File: src/rtl/reg_fifo.sv
// Synchronous register-based FIFO with value-plus-enable enqueue, ready/enable dequeue,
// occupancy count and sticky overflow/underflow flags.
module reg_fifo #(
  parameter int unsigned width = 1,
  parameter int unsigned depth = 2,
  parameter int unsigned cntw  = $clog2(depth + 1)
) (
  input  logic             clk,
  input  logic             rst_n,
  input  logic [width-1:0] enq_in,
  input  logic             enq_en,
  output logic             enq_rdy,
  input  logic             deq_en,
  output logic             deq_rdy,
  output logic [width-1:0] first,
  output logic [cntw-1:0]  count,
  input  logic             err_clr,
  output logic             ovf,
  output logic             unf
);

  localparam int unsigned PtrW = (depth > 1) ? $clog2(depth) : 1;
  localparam logic [cntw-1:0] CountFull = cntw'(depth);

  logic [width-1:0] mem [depth];

  logic [PtrW-1:0] wr_ptr_q, wr_ptr_d;
  logic [PtrW-1:0] rd_ptr_q, rd_ptr_d;
  logic [cntw-1:0] count_q, count_d;
  logic            ovf_q, ovf_d;
  logic            unf_q, unf_d;
  logic            enq_acc, deq_acc;

  // Full/empty come only from the count so pointer equality is never ambiguous.
  assign enq_rdy = (count_q != CountFull);
  assign deq_rdy = (count_q != '0);
  assign enq_acc = enq_en & enq_rdy;
  assign deq_acc = deq_en & deq_rdy;

  // Masking keeps unwritten storage from leaking X onto the head output.
  assign first = deq_rdy ? mem[rd_ptr_q] : '0;
  assign count = count_q;
  assign ovf   = ovf_q;
  assign unf   = unf_q;

  always_comb begin
    wr_ptr_d = wr_ptr_q;
    rd_ptr_d = rd_ptr_q;
    count_d  = count_q;
    ovf_d    = ovf_q;
    unf_d    = unf_q;

    if (enq_acc) wr_ptr_d = wr_ptr_q + PtrW'(1);
    if (deq_acc) rd_ptr_d = rd_ptr_q + PtrW'(1);

    unique case ({enq_acc, deq_acc})
      2'b10:   count_d = count_q + cntw'(1);
      2'b01:   count_d = count_q - cntw'(1);
      default: count_d = count_q;
    endcase

    // Clear first so a violation in the same cycle wins.
    if (err_clr) begin
      ovf_d = 1'b0;
      unf_d = 1'b0;
    end
    if (enq_en && !enq_rdy) ovf_d = 1'b1;
    if (deq_en && !deq_rdy) unf_d = 1'b1;
  end

  always_ff @(posedge clk or negedge rst_n) begin
    if (!rst_n) begin
      wr_ptr_q <= '0;
      rd_ptr_q <= '0;
      count_q  <= '0;
      ovf_q    <= 1'b0;
      unf_q    <= 1'b0;
    end else begin
      wr_ptr_q <= wr_ptr_d;
      rd_ptr_q <= rd_ptr_d;
      count_q  <= count_d;
      ovf_q    <= ovf_d;
      unf_q    <= unf_d;
    end
  end

  // Storage is deliberately not reset.
  always_ff @(posedge clk) begin
    if (enq_acc && rst_n) mem[wr_ptr_q] <= enq_in;
  end

endmodule

File: config.mk
export PLATFORM = sky130hd
export DESIGN_NAME = reg_fifo
export DESIGN_NICKNAME = d
export VERILOG_FILES = /design/src/rtl/reg_fifo.sv
export SDC_FILE = /design/constraint.sdc
export NUM_CORES = 1
export LEC_CHECK = 0
export ABC_AREA = 1
export CORE_AREA = 2 2 39 41
export CTS_CLUSTER_SIZE = 8
export DETAILED_ROUTE_END_ITERATION = 6
export DIE_AREA = 0 0 41 43
export GPL_ROUTABILITY_DRIVEN = 0
export PLACE_DENSITY = 0.62
export SLEW_MARGIN = 10
export SYNTH_ARGS = -nofsm -noshare
export SYNTH_HDL_FRONTEND = slang
export SYNTH_SLANG_ARGS = --single-unit
File: constraint.sdc
create_clock -name clk -period 2.4 [get_ports clk]
set_input_delay 0.6 -clock clk [delete_from_list [all_inputs] [get_ports clk]]
set_output_delay 0.6 -clock clk [all_outputs]
set_load 0.02 [all_outputs]
==> flow_results.xml <==
<?xml version="1.0" encoding="UTF-8"?>
<metrics>
  <group name="detailed_routing">
    <metric name="wl_per_cell" unit="um">10.1</metric>
    <metric name="final_routed_wirelength" unit="um">780</metric>
    <metric name="post-route-drc-count" unit="">0</metric>
    <metric name="detailedRoute.firstPassIterationCount" unit="">3</metric>
    <metric name="drtIter0Drc" unit="">5</metric>
    <metric name="route.vias.total" unit="">332</metric>
    <metric name="drt-vias-per-instance" unit="">4.31</metric>
    <metric name="route.antenna.remaining_nets" unit="">0</metric>
  </group>
  <group name="clock_tree">
    <metric name="post_cts_hold_buffer_count" unit="">0</metric>
    <metric name="cts_buffers" unit="">3</metric>
    <metric name="worst_setup_hold_path_clk_slew" unit="ns">0.06</metric>
    <metric name="post-cts-setup-buffers" unit="">0</metric>
    <metric name="clk-insertion-delay-late" unit="ns">0.26</metric>
    <metric name="cts_num_sinks" unit="">8</metric>
    <metric name="tritoncts" unit="">yes</metric>
    <metric name="post_cts.resized_instances" unit="">0</metric>
    <metric name="cts_htree_levels" unit="">1</metric>
    <metric name="clockBufferDepth" unit="">2</metric>
    <metric name="cts_root_buffer" unit="">sky130_fd_sc_hd__clkbuf_4</metric>
  </group>
  <group name="power_and_ir_drop">
    <metric name="ir_worst_vdd" unit="mV">0.416</metric>
    <metric name="finalPower" unit="uW">746</metric>
    <metric name="cellPowerDensity" unit="nW/um^2">1310</metric>
    <metric name="leakagePower" unit="uW">0.000267</metric>
  </group>
  <group name="synth">
    <metric name="synth_cell_types" unit="">16</metric>
    <metric name="synth.largest_area_cell" unit="">sky130_fd_sc_hd__dfrtp_1</metric>
    <metric name="yosysWarningCount" unit="">0</metric>
    <metric name="synth.net_count" unit="">52</metric>
    <metric name="synth.cell_area" unit="um^2">398</metric>
    <metric name="netlist_top_cells_area" unit="">sky130_fd_sc_hd__dfrtp_1, sky130_fd_sc_hd__edfxtp_1, sky130_fd_sc_hd__nand2_1, sky130_fd_sc_hd__inv_1, sky130_fd_sc_hd__nand3_1</metric>
    <metric name="synth_area_per_cell" unit="um^2">8.84</metric>
    <metric name="synth_enable_flop_cells" unit="">2</metric>
    <metric name="synth.yosys.seq_area_share" unit="">0.528</metric>
    <metric name="synthArstFlopShare" unit="">0.750</metric>
    <metric name="synth_most_common_cell" unit="">sky130_fd_sc_hd__nand2_1</metric>
    <metric name="netlist.area_leader.share" unit="">0.377</metric>
    <metric name="yosys_reg_bits" unit="">8</metric>
    <metric name="cells_after_synth" unit="">45</metric>
    <metric name="synth.cells.most_frequent" unit="">sky130_fd_sc_hd__nand2_1, sky130_fd_sc_hd__inv_1, sky130_fd_sc_hd__dfrtp_1</metric>
    <metric name="synthFlopType" unit="">sky130_fd_sc_hd__dfrtp_1</metric>
  </group>
  <group name="finish">
    <metric name="post_route_cells_drive_above_1_share" unit="">0.197</metric>
    <metric name="count_of_placed_standard_cells_in_the_final_layout_fillers_left_out" unit="">77</metric>
    <metric name="multi_input_comb_area" unit="um^2">146</metric>
    <metric name="final_net_count" unit="">70</metric>
    <metric name="finalCoreUtilization" unit="">0.410</metric>
    <metric name="syn2layout_area_growth" unit="%">42.8</metric>
    <metric name="final-seq-area" unit="um^2">210</metric>
    <metric name="final.fill_count" unit="">157</metric>
    <metric name="antenna_cells_inserted" unit="">0</metric>
  </group>
  <group name="placed_design">
    <metric name="dp.final_hpwl" unit="um">628</metric>
    <metric name="dpl.cell_count" unit="">74</metric>
    <metric name="io_buffers" unit="">12</metric>
  </group>
  <group name="worst_hold_path">
    <metric name="hold-path-endpoint" unit="">wr_ptr_q</metric>
    <metric name="min_from" unit="">wr_ptr_q</metric>
    <metric name="hp-class" unit="">flop to flop</metric>
    <metric name="hold_depth" unit="">2</metric>
  </group>
  <group name="timing">
    <metric name="slew_viol_final" unit="">0</metric>
    <metric name="number_of_setup_violations_in_the_final_report" unit="">0</metric>
    <metric name="timing.clock.skew" unit="ns">0.0101</metric>
    <metric name="timing.final.crit_period" unit="ns">2.14</metric>
    <metric name="timing_worst_slew_pin_value" unit="ns">0.223</metric>
    <metric name="hold_viol" unit="">0</metric>
    <metric name="worst_slew_margin_rel" unit="">0.851</metric>
    <metric name="post-route-period-util" unit="">0.891</metric>
    <metric name="fmax" unit="GHz">0.467</metric>
    <metric name="grt_setup_unrepaired" unit="">no</metric>
    <metric name="timing.setup.tns" unit="ns">0</metric>
  </group>
  <group name="setup_path">
    <metric name="slowest_delay" unit="ns">0.61</metric>
    <metric name="worstSetupEndpointType" unit="">output port</metric>
    <metric name="critPathArrivalTime" unit="ns">1.54</metric>
    <metric name="crit_path_max_delay_cell_type" unit="">sky130_fd_sc_hd__clkdlybuf4s50_1</metric>
    <metric name="critical_path_class" unit="">flop to output port</metric>
    <metric name="worst-endpoint-required" unit="ns">1.80</metric>
    <metric name="reg2reg_setup_slack" unit="ns">1.00</metric>
    <metric name="cp-start-kind" unit="">flop</metric>
    <metric name="path_cells" unit="">nor2_2, a21oi_1, clkdlybuf4s50_1</metric>
    <metric name="r2r-start" unit="">count[0]</metric>
    <metric name="worstReg2RegEnd" unit="">count[1]</metric>
    <metric name="timing.critical_path.fanout_max" unit="">6</metric>
    <metric name="ff2ff_path_depth" unit="">7</metric>
  </group>
  <group name="floorplan">
    <metric name="placementRows" unit="">14</metric>
    <metric name="fp.coreArea" unit="um^2">1380</metric>
    <metric name="dieHeight" unit="um">43</metric>
    <metric name="die_w" unit="um">41</metric>
    <metric name="design.die.area" unit="um^2">1760</metric>
    <metric name="top_level_ports" unit="">13</metric>
    <metric name="start_util" unit="">0.288</metric>
  </group>
  <group name="flow_run">
    <metric name="cap_viol_max_count" unit="">0</metric>
  </group>
  <group name="global_route">
    <metric name="global_route.overflow_total" unit="">0</metric>
    <metric name="grt_antenna_before_repair" unit="">0</metric>
    <metric name="grt_max_degree" unit="">7</metric>
    <metric name="global_route_wire_length_before_repair" unit="mm">1.24</metric>
    <metric name="grt_pass1_vias" unit="">293</metric>
    <metric name="global_route.usage.total" unit="">0.107</metric>
  </group>
  <group name="run_status">
    <metric name="status" unit="">complete, no violations</metric>
  </group>
</metrics>
-- kinds of logic after synthesis --
logic type | share of synthesized area
and+or+nand+nor | 0.245
buffers and inverters | 0.104
DFF | 0.528
AOI/OAI and AO/OA | 0.0692
xor gates and xnor gates | 0.0220
adders and majority gates | 0.0314
-- layer usage --
layer  global-route usage  vias to the layer above  share of wire
met5                    0                        -              0
met4               0.0800                        0              0
met3               0.0314                        0          0.091
met2                0.150                       10           0.44
met1                0.132                      149           0.47
li1                     -                      173              -
-- per-stage QoR --
step | area, um^2 | hold WS [ns] | setup WS (ns)
floorplan | 398 | 0.304 | 0.814
global placement | 546 | 0.453 | 0.490
detailed placement | 546 | 0.468 | 0.487
CTS | 568 | 0.480 | 0.248
global route | 568 | 0.485 | 0.159
finish | 568 | 0.478 | 0.261
-- cell type report --
cell class	instances	share of cell area
inverter	11	0.0727
timing repair buffer	13	0.225
sequential	8	0.370
tap	16	0.0352
multi-input combinational	26	0.258
clock buffer	3	0.0396
-- worst max-delay path, delay by kind of cell, from the launching register on --
| family | cells | cell delay, ns |
|---|---|---|
| flops | 1 | 0.46 |
| compound gates | 1 | 0.12 |
| simple gates | 1 | 0.10 |
| buf+inv | 1 | 0.61 |
-- worst max path at each step --
| stage | start | endpoint | slack (ns) | depth (start not counted) |
|---|---|---|---|---|
| 2_1_floorplan | count[0] | first | 0.81 | 2 |
| 3_5_place_dp | deq_en | count[1] | 0.49 | 8 |
| 3_3_place_gp | enq_en | count[1] | 0.49 | 7 |
| 4_1_cts | count[0] | deq_rdy | 0.25 | 3 |
| 5_1_grt | count[1] | first | 0.16 | 3 |
| 6_report | count[1] | first | 0.26 | 3 |
-- cell usage in the layout (no fill, tap or decap) --
cell type,n
sky130_fd_sc_hd__ha_1,1
sky130_fd_sc_hd__o22ai_2,1
sky130_fd_sc_hd__nand2_2,2
sky130_fd_sc_hd__nor2_1,1
sky130_fd_sc_hd__edfxtp_1,2
sky130_fd_sc_hd__xnor2_1,1
sky130_fd_sc_hd__a21oi_1,1
sky130_fd_sc_hd__clkdlybuf4s50_1,12
sky130_fd_sc_hd__buf_4,1
sky130_fd_sc_hd__inv_2,2
sky130_fd_sc_hd__nand4_1,1
sky130_fd_sc_hd__o21ai_1,2
sky130_fd_sc_hd__clkbuf_4,3
sky130_fd_sc_hd__nand3_1,3
sky130_fd_sc_hd__dfrtp_1,6
sky130_fd_sc_hd__nor2_2,2
sky130_fd_sc_hd__nand2_1,10
sky130_fd_sc_hd__nor3_2,1
sky130_fd_sc_hd__inv_1,9
-- state kept, by name (all words and copies together), names as in the netlist --
register and flops:
count 2, mem 2, ovf 1, rd_ptr_q 1, unf 1, wr_ptr_q 1
-- where the power goes --
group / switching, uW / internal [uW]
registers: 49.3 / 195
clock network: 47.2 / 57.3
logic: 215 / 182
total: 312 / 434
Note: power is estimated with default switching activity, not from simulation.
==> RTL change (same flow settings) <==
Reset style: synchronous (`rst_n`), changed in one clocked block.
--- a/src/rtl/reg_fifo.sv
+++ b/src/rtl/reg_fifo.sv
@@ -68,7 +68,7 @@
     if (deq_en && !deq_rdy) unf_d = 1'b1;
   end
 
-  always_ff @(posedge clk or negedge rst_n) begin
+  always_ff @(posedge clk) begin
     if (!rst_n) begin
       wr_ptr_q <= '0;
       rd_ptr_q <= '0;
Function: differs if rst_n is asserted again (counterexample within 4 cycles, from zero or initial values and one cycle with rst_n low); with rst_n held inactive, the same outputs for 10 cycles.
==> RTL change against the original RTL <==
Count of clock-buffer cells in the layout grew 1; sequential power shrank 13%; design area grew 0.88%; power shrank 24%; sequential cell count increased by 1; area after synthesis up 1.9%; setup slack worse by 0.11 ns; wire length fell by 2.1%; sequential share of layout area shrank 1.9 points; critical path type unchanged; largest cell class unchanged.
==> RTL change: results (changes against the original RTL) <==
\begin{tabular}{lr}
\hline
Metric & Value \\
\hline
\multicolumn{2}{l}{\textbf{Logic synthesis}} \\
\quad Mean Syn Cell Area & 7.80 um\^{}2 (was 8.84 um\^{}2) \\
\quad Post-synthesis sequential area ratio & 49.4\% (was 52.8\%) \\
\quad Leading cell types by count after synthesis & sky130\_fd\_sc\_hd\_\_nand2\_1, sky130\_fd\_sc\_hd\_\_inv\_1, sky130\_fd\_sc\_hd\_\_nor2\_1 (was sky130\_fd\_sc\_hd\_\_nand2\_1, sky130\_fd\_sc\_hd\_\_inv\_1, sky130\_fd\_sc\_hd\_\_dfrtp\_1) \\
\quad Net count after synthesis & 59 (was 52) \\
\quad Asr flop ratio synth & 0\% (was 75.0\%) \\
\quad Most common flop cell mapped by yosys & sky130\_fd\_sc\_hd\_\_dfxtp\_1 (was sky130\_fd\_sc\_hd\_\_dfrtp\_1) \\
\multicolumn{2}{l}{\textbf{Global routing}} \\
\quad Vias in the first global route & 312 (was 293) \\
\quad All-Layer GR Usage & 10.8\% (was 10.7\%) \\
\quad Global-route wire length before repair & 1190 um (was 1240 um) \\
\quad Maximum number of pins on one net before global-route repair & 8 (was 7) \\
\multicolumn{2}{l}{\textbf{Layout}} \\
\quad Share of cells above drive strength 1 & 14.7\% (was 19.7\%) \\
\quad Final \#Nets & 76 (was 70) \\
\quad Count of fill cells added during filler insertion & 150 (was 157) \\
\quad Number of non-filler instances in the completed layout & 84 (was 77) \\
\quad Sequential cell area in the final layout & 201 um\^{}2 (was 210 um\^{}2) \\
\multicolumn{2}{l}{\textbf{Placement}} \\
\quad \# placed instances & 80 (was 74) \\
\quad Setup Slack @ Placement & 0.395 ns (was 0.487 ns) \\
\multicolumn{2}{l}{\textbf{Drt}} \\
\quad Drt initial violations & 1 (was 5) \\
\quad Post-detailed-routing wire length & 764 um (was 780 um) \\
\multicolumn{2}{l}{\textbf{Power and ir drop}} \\
\quad Static leakage & 0.246 nW (was 0.267 nW) \\
\quad Switching pwr & 0.210 mW (was 0.312 mW) \\
\multicolumn{2}{l}{\textbf{Outcome}} \\
\quad Outcome & completed (unchanged) \\
\multicolumn{2}{l}{\textbf{Timing}} \\
\quad Transition at the pin with the smallest max-transition slack & 0.219 ns (was 0.223 ns) \\
\quad Worst-case clock skew & 0.00421 ns (was 0.0101 ns) \\
\multicolumn{2}{l}{\textbf{Critical path}} \\
\quad Path depth of the worst reg2reg path & 9 (was 7) \\
\hline
\end{tabular}
==> RTL change: cell count changes in the layout (fill, tap and decap cells not counted), moves of 2 or more <==
cell,delta
sky130_fd_sc_hd__dfrtp_1,-6
sky130_fd_sc_hd__nor2_1,+7
sky130_fd_sc_hd__dfxtp_1,+6
sky130_fd_sc_hd__a21oi_1,+3
sky130_fd_sc_hd__o21ai_0,+2
==> RTL change: routing by layer <==
| metal | wire, um | GRT usage, % | up-vias | share of wire [%] |
|---|---|---|---|---|
| li1 | - | - | 197 | - |
| met1 | 341 | 11.1 | 151 | 45 |
| met2 | 345 | 15.3 | 14 | 45 |
| met3 | 52 | 4.71 | 4 | 6.8 |
| met4 | 25 | 10.0 | 0 | 3.3 |
| met5 | 0 | 0 | - | 0 |
==> RTL change: worst paths after layout <==
path	slack (ns)	end	from
min	0.46	ovf	ovf
min reg2reg	0.46	ovf	ovf
max reg2reg	1.00	count[1]	count[0]
max	0.16	first	count[1]
==> RTL change: cells by family (layout without fill, tap and decap cells) <==
kind of cell	count (synthesis)	after routing	share of synthesized area (%)
compound gates	7	7	8.64
simple gates	26	26	30.6
flops	9	9	49.4
fa+ha+maj	1	1	3.09
buf+inv	9	25	8.33
==> RTL change: layout make-up <==
type                    instances  area share, %
inverters                       9           5.90
clock buffers                   4           4.59
well taps                      16           3.49
multi-input cells              34           29.9
repair buffers                 12           21.0
flip-flops and latches          9           35.2
==> RTL change: power by group through the flow <==
stage / registers (mW) / clock network [mW] / logic, mW
after floorplan: 0.229 / 0 / 0.125
final: 0.212 / 0.118 / 0.234
after detailed placement: 0.214 / 0 / 0.236
after global placement: 0.213 / 0 / 0.230
after CTS: 0.211 / 0.121 / 0.237
after global routing: 0.217 / 0.130 / 0.260
